## src/rtl/eth_cmd_decoder.sv

```systemverilog
`default_nettype none
// ============================================================================
// Module   : eth_cmd_decoder
// Brief    : Turns host command frames from the RX packet buffer into
//            register-write strobes for the filter control interface.
// Revision : 1.0 - initial release
// ============================================================================
module eth_cmd_decoder #(
  parameter logic [47:0] MY_MAC        = 48'h0050C2AE4001,
  parameter logic [15:0] CMD_ETHERTYPE = 16'h88B5
) (
  input  logic        clk,
  input  logic        rst,
  input  logic [9:0]  i_eth_stream,
  output logic        o_busy,
  output logic        o_wr_en,
  output logic [7:0]  o_wr_addr,
  output logic [31:0] o_wr_data,
  output logic        o_pkt_ok,
  output logic        o_pkt_err,
  output logic [15:0] o_drop_cnt
);

  localparam logic [10:0] C_BCNT_MAX = 11'd2047;
  localparam logic [10:0] C_LAST_HDR = 11'd13;

  typedef enum logic [2:0] {
    S_IDLE  = 3'd0,
    S_HDR   = 3'd1,
    S_CNT   = 3'd2,
    S_REC   = 3'd3,
    S_DRAIN = 3'd4
  } state_t;

  state_t      r_state;
  logic [10:0] r_bcnt;
  logic [7:0]  r_rec_cnt;
  logic [7:0]  r_rec_n;
  logic [2:0]  r_ridx;
  logic [31:0] r_shift;
  logic        r_my_match;
  logic        r_bc_match;
  logic        r_et_match;
  logic        r_ok_flag;
  logic        r_drop_flag;

  logic        r_busy;
  logic        r_wr_en;
  logic [7:0]  r_wr_addr;
  logic [31:0] r_wr_data;
  logic        r_pkt_ok;
  logic        r_pkt_err;
  logic [15:0] r_drop_cnt;

  logic        w_cke;
  logic        w_frm;
  logic [7:0]  w_dat;
  logic        w_byte;
  logic        w_eof;
  logic [10:0] w_idx;
  logic [7:0]  w_mac_byte;
  logic [7:0]  w_et_byte;
  logic        w_in_mac;
  logic        w_in_et;
  logic        w_my_hit;
  logic        w_bc_hit;
  logic        w_et_hit;
  logic        w_hdr_match;

  assign w_cke  = i_eth_stream[9];
  assign w_frm  = i_eth_stream[8];
  assign w_dat  = i_eth_stream[7:0];
  assign w_byte = w_cke && w_frm;
  assign w_eof  = w_cke && !w_frm && (r_state != S_IDLE);

  // The byte sampled in IDLE is always b0; afterwards r_bcnt holds its index.
  assign w_idx = (r_state == S_IDLE) ? 11'd0 : r_bcnt;

  always_comb begin
    w_mac_byte = 8'h00;
    w_et_byte  = 8'h00;
    w_in_mac   = 1'b0;
    w_in_et    = 1'b0;
    case (w_idx)
      11'd0:   begin w_mac_byte = MY_MAC[47:40]; w_in_mac = 1'b1; end
      11'd1:   begin w_mac_byte = MY_MAC[39:32]; w_in_mac = 1'b1; end
      11'd2:   begin w_mac_byte = MY_MAC[31:24]; w_in_mac = 1'b1; end
      11'd3:   begin w_mac_byte = MY_MAC[23:16]; w_in_mac = 1'b1; end
      11'd4:   begin w_mac_byte = MY_MAC[15:8];  w_in_mac = 1'b1; end
      11'd5:   begin w_mac_byte = MY_MAC[7:0];   w_in_mac = 1'b1; end
      11'd12:  begin w_et_byte = CMD_ETHERTYPE[15:8]; w_in_et = 1'b1; end
      11'd13:  begin w_et_byte = CMD_ETHERTYPE[7:0];  w_in_et = 1'b1; end
      default: ;
    endcase
  end

  assign w_my_hit    = !w_in_mac || (w_dat == w_mac_byte);
  assign w_bc_hit    = !w_in_mac || (w_dat == 8'hFF);
  assign w_et_hit    = !w_in_et  || (w_dat == w_et_byte);
  assign w_hdr_match = ((r_my_match && w_my_hit) || (r_bc_match && w_bc_hit))
                       && r_et_match && w_et_hit;

  always_ff @(posedge clk) begin
    if (rst) begin
      r_state     <= S_IDLE;
      r_bcnt      <= 11'd0;
      r_rec_cnt   <= 8'd0;
      r_rec_n     <= 8'd0;
      r_ridx      <= 3'd0;
      r_shift     <= 32'd0;
      r_my_match  <= 1'b0;
      r_bc_match  <= 1'b0;
      r_et_match  <= 1'b0;
      r_ok_flag   <= 1'b0;
      r_drop_flag <= 1'b0;
      r_busy      <= 1'b0;
      r_wr_en     <= 1'b0;
      r_wr_addr   <= 8'd0;
      r_wr_data   <= 32'd0;
      r_pkt_ok    <= 1'b0;
      r_pkt_err   <= 1'b0;
      r_drop_cnt  <= 16'd0;
    end else begin
      r_wr_en   <= 1'b0;
      r_pkt_ok  <= 1'b0;
      r_pkt_err <= 1'b0;
      if (w_eof) begin
        if (r_ok_flag)        r_pkt_ok   <= 1'b1;
        else if (r_drop_flag) r_drop_cnt <= r_drop_cnt + 16'd1;
        else                  r_pkt_err  <= 1'b1;
        r_state     <= S_IDLE;
        r_ok_flag   <= 1'b0;
        r_drop_flag <= 1'b0;
        r_busy      <= 1'b0;
      end else if (w_byte) begin
        if (r_bcnt != C_BCNT_MAX) r_bcnt <= r_bcnt + 11'd1;
        case (r_state)
          S_IDLE: begin
            r_state    <= S_HDR;
            r_bcnt     <= 11'd1;
            r_my_match <= w_my_hit;
            r_bc_match <= w_bc_hit;
            r_et_match <= 1'b1;
            r_busy     <= 1'b1;
          end
          S_HDR: begin
            r_my_match <= r_my_match && w_my_hit;
            r_bc_match <= r_bc_match && w_bc_hit;
            r_et_match <= r_et_match && w_et_hit;
            if (r_bcnt == C_LAST_HDR) begin
              if (w_hdr_match) begin
                r_state <= S_CNT;
              end else begin
                r_state     <= S_DRAIN;
                r_drop_flag <= 1'b1;
              end
            end
          end
          S_CNT: begin
            r_rec_n   <= w_dat;
            r_rec_cnt <= 8'd0;
            r_ridx    <= 3'd0;
            if (w_dat == 8'd0) begin
              r_state   <= S_DRAIN;
              r_ok_flag <= 1'b1;
            end else begin
              r_state <= S_REC;
            end
          end
          S_REC: begin
            // Address byte lands in the top of the shifter, data bytes follow.
            r_shift <= {r_shift[23:0], w_dat};
            if (r_ridx == 3'd4) begin
              r_ridx    <= 3'd0;
              r_wr_en   <= 1'b1;
              r_wr_addr <= r_shift[31:24];
              r_wr_data <= {r_shift[23:0], w_dat};
              r_rec_cnt <= r_rec_cnt + 8'd1;
              if ((r_rec_cnt + 8'd1) == r_rec_n) begin
                r_state   <= S_DRAIN;
                r_ok_flag <= 1'b1;
              end
            end else begin
              r_ridx <= r_ridx + 3'd1;
            end
          end
          S_DRAIN: ;
          default: r_state <= S_IDLE;
        endcase
      end
    end
  end

  assign o_busy     = r_busy;
  assign o_wr_en    = r_wr_en;
  assign o_wr_addr  = r_wr_addr;
  assign o_wr_data  = r_wr_data;
  assign o_pkt_ok   = r_pkt_ok;
  assign o_pkt_err  = r_pkt_err;
  assign o_drop_cnt = r_drop_cnt;

endmodule
`default_nettype wire

```

## config.mk

```make
export PLATFORM = sky130hd
export DESIGN_NAME = eth_cmd_decoder
export DESIGN_NICKNAME = d
export VERILOG_FILES = /design/src/rtl/eth_cmd_decoder.sv
export SDC_FILE = /design/constraint.sdc
export NUM_CORES = 1
export LEC_CHECK = 0
export ABC_AREA = 0
export BUFFER_PORTS_ARGS = -buffer_cell sky130_fd_sc_hd__buf_2
export CAP_MARGIN = 20
export CORE_UTILIZATION = 52
export CTS_CLUSTER_DIAMETER = 120
export DETAILED_ROUTE_END_ITERATION = 12
export GPL_TIMING_DRIVEN = 1
export PLACE_DENSITY = 0.88
export REMOVE_ABC_BUFFERS = 1
export SLEW_MARGIN = 20
export SYNTH_ARGS = -nofsm -noshare
export SYNTH_HDL_FRONTEND = slang
export SYNTH_SLANG_ARGS = --single-unit
```

## constraint.sdc

```tcl
create_clock -name clk -period 1.9 [get_ports clk]
set_input_delay 0.475 -clock clk [delete_from_list [all_inputs] [get_ports clk]]
set_output_delay 0.475 -clock clk [all_outputs]
set_load 0.02 [all_outputs]
```

==> results of run 1 <==
## metal layers
metal / up-vias / global-route usage
li1: 2679 / -
met1: 2739 / 0.328
met3: 61 / 0.0785
met4: 0 / 0.119
met2: 323 / 0.477
met5: - / 0
## placed cells by master (no fill, tap or decap), types with 5 or more instances in the layout
cell,n
inv_1,13
or3_1,8
nand2_1,175
nor3_2,5
xnor2_1,17
nand2b_1,5
nand4_1,11
buf_4,83
dfxtp_1,120
nand3_1,8
buf_2,70
inv_8,5
nor3_1,8
xor2_1,13
a31oi_1,5
dfxtp_2,8
o21ai_0,19
clkbuf_16,18
nor2_1,55
a21oi_1,104
## metrics by stage
stage	setup WS, ns	util	power (mW)	instances
after CTS	-0.0454	0.700	6.16	985
after global placement	-0.127	0.631	3.04	950
after detailed placement	-0.238	0.631	3.04	950
final	-0.287	0.718	6.18	995
after global routing	-0.318	0.718	6.33	995
after floorplan	-0.528	-	2.89	665
## tightest hold or removal path, stage by stage
cell     delay, ns
buf_2         0.16
nand2_1       0.07
a21oi_1       0.05
## final cells by class
type | instances | area [um2]
Clock buffer | 17 | 414
Clock inverter | 15 | 164
Fill cell | 715 | 2950
Inverter | 13 | 48.8
Multi-Input combinational cell | 522 | 2960
Sequential cell | 130 | 2620
Tap cell | 136 | 170
Timing Repair Buffer | 162 | 1140
## power breakdown
group | internal [mW] | leakage [nW] | switching (mW) | total, mW
clock | 1.69 | 0.277 | 1.46 | 3.15
sequential | 2.73 | 1.05 | 0.0128 | 2.75
combinational | 0.110 | 1.57 | 0.166 | 0.276
## worst max-delay path by stage
stage	from	end	slack (ns)	depth (start not counted)
final	r_rec_cnt[2]$_SDFFE_PP0P_	r_state[2]$_SDFFE_PP0P_	-0.29	7
after global routing	r_state[2]$_SDFFE_PP0P_	r_state[2]$_SDFFE_PP0P_	-0.32	8
after CTS	r_rec_cnt[0]$_SDFFE_PP0P_	r_state[2]$_SDFFE_PP0P_	-0.05	8
after detailed placement	r_rec_cnt[0]$_SDFFE_PP0P_	r_state[1]$_SDFFE_PP0P_	-0.24	8
after global placement	i_eth_stream[3]	r_state[1]$_SDFFE_PP0P_	-0.13	8
after floorplan	i_eth_stream[9]	r_rec_cnt[4]$_SDFFE_PP0P_	-0.53	6
## cell families after synthesis
logic type,after synthesis,synth area share
adders and majority gates,6,0.0132
and+or+nand+nor,328,0.271
muxes,3,0.00529
xor gates and xnor gates,31,0.0478
buffers and inverters,57,0.0503
AOI/OAI and AO/OA,154,0.154
DFF,130,0.458
## state kept, by name (all words and copies together) (netlist names), 3 cells and up
register    count
r_rec_n         8
r_state         3
r_shift        32
r_bcnt         11
o_wr_data      32
o_wr_addr       8
o_drop_cnt     16
r_rec_cnt       8
r_ridx          3
## what timing repair did
action / 4_1_cts / 5_1_grt
pin swaps: 8 / 12
cloned: 0 / 3
hold buffers: 0 / 0
setup endpoints to repair: 18 / 54
gates resized for setup: 29 / 19
buffers inserted: 3 / 8
==> results.py, run 1 <==
metrics = {
    "run_status": {
        "status": "complete, but fails checks",
        "violations": "setup timing",
    },
    "critical_path": {
        "slowest_delay_ns": 0.47,
        "worstPathMaxFanout": 6,
        "r2r-start": "r_rec_cnt[2]$_SDFFE_PP0P_",
        "cp.arrival_ns": 2.57,
        "critPathCaptureType": "flop",
        "critPathKind": "flop to flop",
        "path_buf_inv": 0,
        "critPathLaunchType": "flop",
        "cp_top_family": "simple AND/OR/NAND/NOR gates",
        "cpMaxStageDelayCell": "dfxtp_1",
        "worstPathCellList": "nand3_2 -> xnor2_1 -> nor4_4 -> and3b_2 -> a21oi_4 -> mux2i_1 -> o32ai_1",
        "cp.required_ns": 2.29,
        "r2r-end": "r_state[2]$_SDFFE_PP0P_",
        "rr_worst_depth": 7,
        "reg2reg_setup_slack_ns": -0.29,
    },
    "yosys": {
        "netlist_instances": 709,
        "ys.flop_type": "dfxtp_1",
        "yosysMostFrequentCell": "nand2_1",
        "synth_seq_cells": 130,
        "seq_area_frac_synth": 0.458,
        "yosys-top-cells-area": "dfxtp_1 (46%), nand2_1 (12%), a21oi_1 (9.3%)",
        "synth_area_leader_cell": "dfxtp_1",
        "syn_area_um2": 5680,
        "yosysTopAreaCellShare": 0.458,
        "ys_warn_count": 0,
        "synth_edf_count": 0,
        "ys_types": 63,
        "netlist_top_cells_count": "nand2_1 (177), dfxtp_1 (130), a21oi_1 (105)",
        "syn-mean-instance-area_um2": 8.01,
        "async_flop_share": 0,
    },
    "clock_network": {
        "clkTransAtPathRegs_ns": 0.07,
        "cts_num_sinks": 130,
        "clk_path_buf_depth": 2,
        "htreeDepth": 4,
        "cts_made_buffers": 17,
        "clk_latency_ns": 0.53,
        "cts-root-buf": "clkbuf_8",
        "cts_tree": "built",
    },
    "timing": {
        "relSlewSlack": 0.638,
        "fin_ws_ns": -0.287,
        "final.setup.tns_ns": -0.820,
        "min_period_over_period": 1.15,
        "setup_viol_count_final": 16,
        "rsz0062_at_grt": "true",
        "max_freq_mhz": 457,
        "timing.hold.ws_ns": 0.264,
        "period_minus_slack_ns": 2.19,
        "fin_skew_ns": 0.00959,
        "slew_viol_final": 0,
        "final_hold_viol_count": 0,
        "worst_pin_slew_ns": 0.538,
    },
    "detailed_routing": {
        "drt-total-wl_um": 17100,
        "vias_per_cell": 5.83,
        "wire_per_inst_um": 17.2,
        "topRoutingLayerUsed": "met4",
        "drt_first_pass_iters": 5,
        "drt-initial-drc-count": 557,
        "drc": 0,
        "vias": 5802,
        "wl_met2_um": 8470,
        "drtAntennaViolNets": 0,
        "drt-met1-wl_um": 6900,
        "met3_length_um": 1220,
    },
    "global_routing": {
        "grt_pass1_wl_um": 25000,
        "grt_use_total": 0.280,
        "gr-total-overflow": 0,
        "grt_max_degree": 80,
        "antenna_found_initial": 0,
        "first_global_vias": 5339,
    },
    "hold_path": {
        "worstHoldPathCells": 3,
        "hold_class": "primary input to flop",
        "min_to": "o_wr_data[1]$_SDFFE_PP0P_",
        "hold_start": "i_eth_stream[1]",
    },
    "floorplan": {
        "chipHeight_um": 106,
        "start_util": 0.543,
        "die_w_um": 106,
        "core_um2": 10500,
        "io_pins": 72,
        "dieArea_um2": 11300,
        "placementRows": 37,
    },
    "finish": {
        "drive_gt1_frac": 0.283,
        "final_cell_area_um2": 7510,
        "syn_to_final_growth_pct": 32.4,
        "diodes": 0,
        "finalNetCount": 864,
    },
    "placement": {
        "place_area_um2": 6610,
        "gp_congestion": 0.879,
        "io_buffers": 71,
        "hpwl_um": 9010,
    },
    "pwr": {
        "power.leakage_nw": 2.90,
        "power.density_nw_per_um2": 822,
        "ir_drop_v": 0.000619,
    },
    "flow_run": {
        "cap_violations": 0,
    },
}
No activity file was read; power rests on OpenSTA's default activity.
==> run 2: changes to the inputs <==
--- a/config.mk
+++ b/config.mk
@@ -8,11 +8,11 @@
 export ABC_AREA = 0
 export BUFFER_PORTS_ARGS = -buffer_cell sky130_fd_sc_hd__buf_2
 export CAP_MARGIN = 20
-export CORE_UTILIZATION = 52
+export CORE_UTILIZATION = 50
 export CTS_CLUSTER_DIAMETER = 120
 export DETAILED_ROUTE_END_ITERATION = 12
 export GPL_TIMING_DRIVEN = 1
-export PLACE_DENSITY = 0.88
+export PLACE_DENSITY = 0.85
 export REMOVE_ABC_BUFFERS = 1
 export SLEW_MARGIN = 20
 export SYNTH_ARGS = -nofsm -noshare
==> run 2 against run 1 <==
Compared with the run above: sequential cell count unchanged; critical endpoint is now r_drop_flag$_SDFFE_PP0P_; register-to-register slack better by 0.14 ns; final cell count down 0.80%; die area up 3.9%; combinational power down 5%; sequential power about the same; critical path depth unchanged; largest power group unchanged; cell area down 2.1%; fmax up 7.0%; clock skew about the same; the flow still finishes with violations (setup timing); highest routed layer unchanged; routed wire length down 15%; total power down 0.59%.
==> results.py, run 2 (synthesis results as in run 1) <==
metrics = {
    "finish": {
        "final_cell_mix": "nand2_1 (176), dfxtp_1 (118), a21oi_1 (101)",
        "diodes": 0,
        "layout.cells.non_filler": 987,
        "final_cell_area_um2": 7360,
        "syn_to_final_growth_pct": 29.6,
        "n_fill_cell": 821,
        "drive_gt1_frac": 0.276,
        "finalNetCount": 852,
        "final_common_cell": "nand2_1",
    },
    "floorplan": {
        "dieArea_um2": 11800,
        "chipHeight_um": 109,
        "start_util": 0.519,
        "die_w_um": 109,
        "core_um2": 10900,
        "io_pins": 72,
        "placementRows": 38,
    },
    "timing": {
        "period_minus_slack_ns": 2.04,
        "setup_viol_count_final": 5,
        "min_period_over_period": 1.08,
        "final.setup.tns_ns": -0.384,
        "max_freq_mhz": 489,
        "final_hold_viol_count": 0,
        "worst_pin_slew_ns": 0.445,
        "fin_skew_ns": 0.00998,
        "relSlewSlack": 0.701,
        "fin_ws_ns": -0.145,
        "slew_viol_final": 0,
        "rsz0062_at_grt": "true",
    },
    "detailed_routing": {
        "drt-total-wl_um": 14600,
        "drc": 0,
        "drt-initial-drc-count": 513,
        "drtAntennaViolNets": 0,
        "wire_per_inst_um": 14.8,
        "vias_per_cell": 5.52,
        "drt_first_pass_iters": 5,
        "vias": 5445,
    },
    "global_routing": {
        "antenna_found_initial": 0,
        "gr-total-overflow": 0,
        "first_global_vias": 5003,
        "grt_pass1_wl_um": 23300,
        "grt_use_total": 0.253,
        "grt_max_degree": 61,
    },
    "pwr": {
        "power.density_nw_per_um2": 835,
        "power.total_mw": 6.14,
        "ir_drop_v": 0.000721,
        "power.leakage_nw": 2.84,
    },
    "clock_network": {
        "cts_num_sinks": 130,
        "cts-root-buf": "clkbuf_16",
        "clk_path_buf_depth": 2,
        "cts_tree": "built",
        "cts_made_buffers": 17,
        "htreeDepth": 4,
        "postCtsHoldBufs": 0,
        "clkTransAtPathRegs_ns": 0.06,
        "clk_latency_ns": 0.42,
    },
    "critical_path": {
        "reg2reg_setup_slack_ns": -0.14,
        "cp_top_family": "simple AND/OR/NAND/NOR gates",
        "cp.arrival_ns": 2.34,
        "rr_worst_depth": 7,
        "r2r-start": "r_bcnt[10]$_SDFFE_PP0P_",
        "path_buf_inv": 0,
        "worstPathMaxFanout": 4,
        "critPathLaunchType": "flop",
        "critPathKind": "flop to flop",
        "cpMaxStageDelayCell": "nor4_4",
        "slowest_delay_ns": 0.38,
        "r2r-end": "r_drop_flag$_SDFFE_PP0P_",
        "critPathCaptureType": "flop",
        "worstPathCellList": "nor4_4 -> nand4b_4 -> o31a_1 -> nor3_2 -> a41oi_2 -> a21oi_1 -> nor2_1",
        "cp.required_ns": 2.19,
    },
    "run_status": {
        "status": "complete, but fails checks",
        "violations": "setup timing",
    },
    "hold_path": {
        "min_to": "r_rec_n[4]$_SDFFE_PP0P_",
        "hold_class": "primary input to flop",
        "hold_start": "i_eth_stream[4]",
        "worstHoldPathCells": 3,
    },
    "placement": {
        "io_buffers": 71,
        "place_area_um2": 6620,
        "hpwl_um": 9280,
        "dp.cells": 953,
        "pre_cts_slack_ns": -0.292,
        "gp_congestion": 0.844,
    },
    "flow_run": {
        "cap_violations": 0,
    },
}
## run 2: repair_timing
action | 4_1_cts | 5_1_grt
endpoints found under the setup margin | 25 | 29
buffers inserted | 1 | 1
endpoints found under the hold margin | 0 | 0
gates resized for setup | 17 | 28
pin swaps | 7 | 12
## run 2: final cells by class
| type | instances | area, um2 | share of cell area |
|---|---|---|---|
| well taps | 140 | 175 | 0.0238 |
| flip-flops and latches | 130 | 2620 | 0.356 |
| multi-input cells | 522 | 2930 | 0.398 |
| repair buffers | 150 | 1010 | 0.138 |
| inverters | 13 | 48.8 | 0.00663 |
| clock buffers | 17 | 425 | 0.0578 |
| clock inverters | 15 | 143 | 0.0194 |
## run 2: where the power goes
part,switching [mW],internal (mW)
registers,0.0110,2.74
logic,0.154,0.108
clock network,1.40,1.73
total,1.56,4.58
## run 2: routing by layer
| metal | global-route usage | vias up | routed length, um |
|---|---|---|---|
| met5 | 0 | - | 0 |
| met4 | 0.108 | 0 | 279 |
| met3 | 0.0669 | 28 | 848 |
| met2 | 0.413 | 170 | 7190 |
| met1 | 0.315 | 2593 | 6270 |
| li1 | - | 2654 | - |
## run 2: how the worst max path moves through the flow
stage                                    from                   endpoint  slack [ns]  cells after the start
finish                r_bcnt[10]$_SDFFE_PP0P_   r_drop_flag$_SDFFE_PP0P_       -0.14                      7
floorplan                     i_eth_stream[9]  r_rec_cnt[4]$_SDFFE_PP0P_       -0.53                      6
detailed placement  r_rec_cnt[0]$_SDFFE_PP0P_    r_state[1]$_SDFFE_PP0P_       -0.29                      8
CTS                    r_bcnt[9]$_SDFFE_PP0P_    r_state[1]$_SDFFE_PP0P_       -0.05                      8
global route          r_bcnt[10]$_SDFFE_PP0P_   r_drop_flag$_SDFFE_PP0P_       -0.23                      7
global placement    r_rec_cnt[0]$_SDFFE_PP0P_    r_state[2]$_SDFFE_PP0P_       -0.14                      8
## run 2: tightest hold or removal path, stage by stage
cell	delay, ns
buf_2	0.15
nand2_1	0.07
a21oi_1	0.05
## run 2: stage by stage
step	utilization	hold slack (ns)
after global placement	0.605	0.439
final	0.673	0.367
after global routing	0.673	0.371
after floorplan	-	0.422
after CTS	0.664	0.358
after detailed placement	0.605	0.441
==> run 3: changes to the inputs <==
--- a/config.mk
+++ b/config.mk
@@ -12,8 +12,9 @@
 export CTS_CLUSTER_DIAMETER = 120
 export DETAILED_ROUTE_END_ITERATION = 12
 export GPL_TIMING_DRIVEN = 1
-export PLACE_DENSITY = 0.85
+export PLACE_DENSITY = 0.73
 export REMOVE_ABC_BUFFERS = 1
+export SETUP_SLACK_MARGIN = 0.3
 export SLEW_MARGIN = 20
 export SYNTH_ARGS = -nofsm -noshare
 export SYNTH_HDL_FRONTEND = slang
==> run 3 against run 2 <==
Compared with the run above: the flow still finishes with violations (setup timing); routed wire length up 64%; core utilization up 17 points; sequential cell count unchanged; sequential share of layout area down 6.9 points; clock skew up 0.0019 ns; count of clock-buffer cells in the layout up 4; global-route usage up 5.4 points; fmax down 8.7%; sequential power about the same; register-to-register slack worse by 0.19 ns; cell area up 25%; non-clock buffer count up 47; critical endpoint is now r_state[1]$_SDFFE_PP0P_; largest power group unchanged.
==> results.py, run 3 (synthesis results as in run 1) <==
metrics = {
    "run_status": {
        "status": "complete, but fails checks",
        "violations": "setup timing",
    },
    "floorplan": {
        "die_w_um": 109,
        "chipHeight_um": 109,
        "io_pins": 72,
        "core_um2": 10900,
        "start_util": 0.519,
        "dieArea_um2": 11800,
        "placementRows": 38,
    },
    "detailed_routing": {
        "vias": 6492,
        "drt-initial-drc-count": 855,
        "drtAntennaViolNets": 0,
        "vias_per_cell": 6.29,
        "drt-total-wl_um": 24000,
        "drt_first_pass_iters": 6,
        "drc": 0,
        "wire_per_inst_um": 23.3,
    },
    "timing": {
        "relSlewSlack": 0.646,
        "worst_pin_slew_ns": 0.528,
        "min_period_over_period": 1.18,
        "rsz0062_at_grt": "true",
        "timing.hold.ws_ns": 0.379,
        "fin_ws_ns": -0.339,
        "fin_skew_ns": 0.0119,
        "period_minus_slack_ns": 2.24,
        "final_hold_viol_count": 0,
        "final.setup.tns_ns": -1.42,
        "slew_viol_final": 0,
        "max_freq_mhz": 447,
        "setup_viol_count_final": 10,
    },
    "critical_path": {
        "cp.required_ns": 2.27,
        "critPathKind": "flop to flop",
        "worstPathMaxFanout": 5,
        "critPathCaptureType": "flop",
        "cp.arrival_ns": 2.60,
        "critPathLaunchType": "flop",
        "rr_worst_depth": 8,
    },
    "clock_network": {
        "cts-root-buf": "clkbuf_16",
        "clk_path_buf_depth": 2,
        "clk_latency_ns": 0.44,
        "cts_made_buffers": 17,
        "clkTransAtPathRegs_ns": 0.07,
        "htreeDepth": 4,
        "cts_tree": "built",
        "cts_num_sinks": 130,
    },
    "global_routing": {
        "first_global_vias": 5663,
        "grt_pass1_wl_um": 27700,
        "antenna_found_initial": 1,
        "grt_use_total": 0.308,
        "gr-total-overflow": 0,
        "grt_max_degree": 63,
    },
    "finish": {
        "n_fill_cell": 514,
        "register_area_um2": 2650,
        "syn_to_final_growth_pct": 62.4,
        "drive_gt1_frac": 0.509,
        "final_cell_mix": "dfxtp_1 (108), nand2_1 (107), buf_4 (77)",
        "final_cell_area_um2": 9220,
        "diodes": 0,
        "final_common_cell": "dfxtp_1",
        "finalNetCount": 899,
        "multiInputGateArea_um2": 3910,
    },
    "hold_path": {
        "worstHoldPathCells": 3,
        "hold_class": "primary input to flop",
    },
    "pwr": {
        "power.density_nw_per_um2": 748,
        "ir_drop_v": 0.000850,
        "power.leakage_nw": 4.07,
    },
    "placement": {
        "hpwl_um": 9310,
        "place_area_um2": 6580,
        "pre_cts_slack_ns": -0.230,
        "gp_congestion": 0.880,
        "io_buffers": 71,
    },
    "flow_run": {
        "cap_violations": 0,
    },
}
[run 3: area by class of cell]
cell class,count,area share
Tap cell,140,0.0190
Timing Repair Buffer,197,0.193
Clock inverter,9,0.0221
Sequential cell,130,0.287
Clock buffer,21,0.0499
Inverter,13,0.00529
Multi-Input combinational cell,522,0.424
[run 3: worst paths after layout]
check	from	end	slack, ns
worst max-delay path	r_bcnt[1]$_SDFFE_PP0P_	r_state[1]$_SDFFE_PP0P_	-0.34
worst max register to register	r_bcnt[1]$_SDFFE_PP0P_	r_state[1]$_SDFFE_PP0P_	-0.34
worst min-delay path	i_eth_stream[7]	o_wr_data[7]$_SDFFE_PP0P_	0.38
worst min register to register	o_wr_data[26]$_SDFFE_PP0P_	o_wr_data[26]$_SDFFE_PP0P_	0.46
[run 3: routing by layer]
metal  global-route usage  up-vias  share of wire
met5                    0        -         0.0020
met4                0.141        4          0.068
met3               0.0615      169          0.093
met2                0.542      483           0.47
met1                0.357     3080           0.37
li1                     -     2756              -
[run 3: stage by stage]
step	utilization	std cells	power [mW]
floorplan	-	665	2.89
global placement	0.601	947	3.03
detailed placement	0.601	947	3.04
CTS	0.757	1009	6.74
global route	0.843	1032	7.00
finish	0.843	1032	6.89
[run 3: where the power goes]
group          switching (mW)  leakage (nW)  internal (mW)
registers              0.0173          1.06           2.73
clock network            1.28         0.315           2.52
logic                   0.215          2.69          0.132
[run 3: critical path: stages, from the launching register on]
cell and delay (ns):
dfxtp_4 0.37, buf_4 0.15, and2b_2 0.27, and2_1 0.31, a31oi_1 0.13, o2bb2ai_1 0.36
a41oi_2 0.26, nand2b_1 0.20, a21oi_1 0.12
[run 3: timing repair]
item	CTS	global route
hold buffers	0	0
endpoints found under the setup margin	115	115
cloned	7	6
pin swaps	55	73
resized for setup	172	168
buffers inserted	25	17
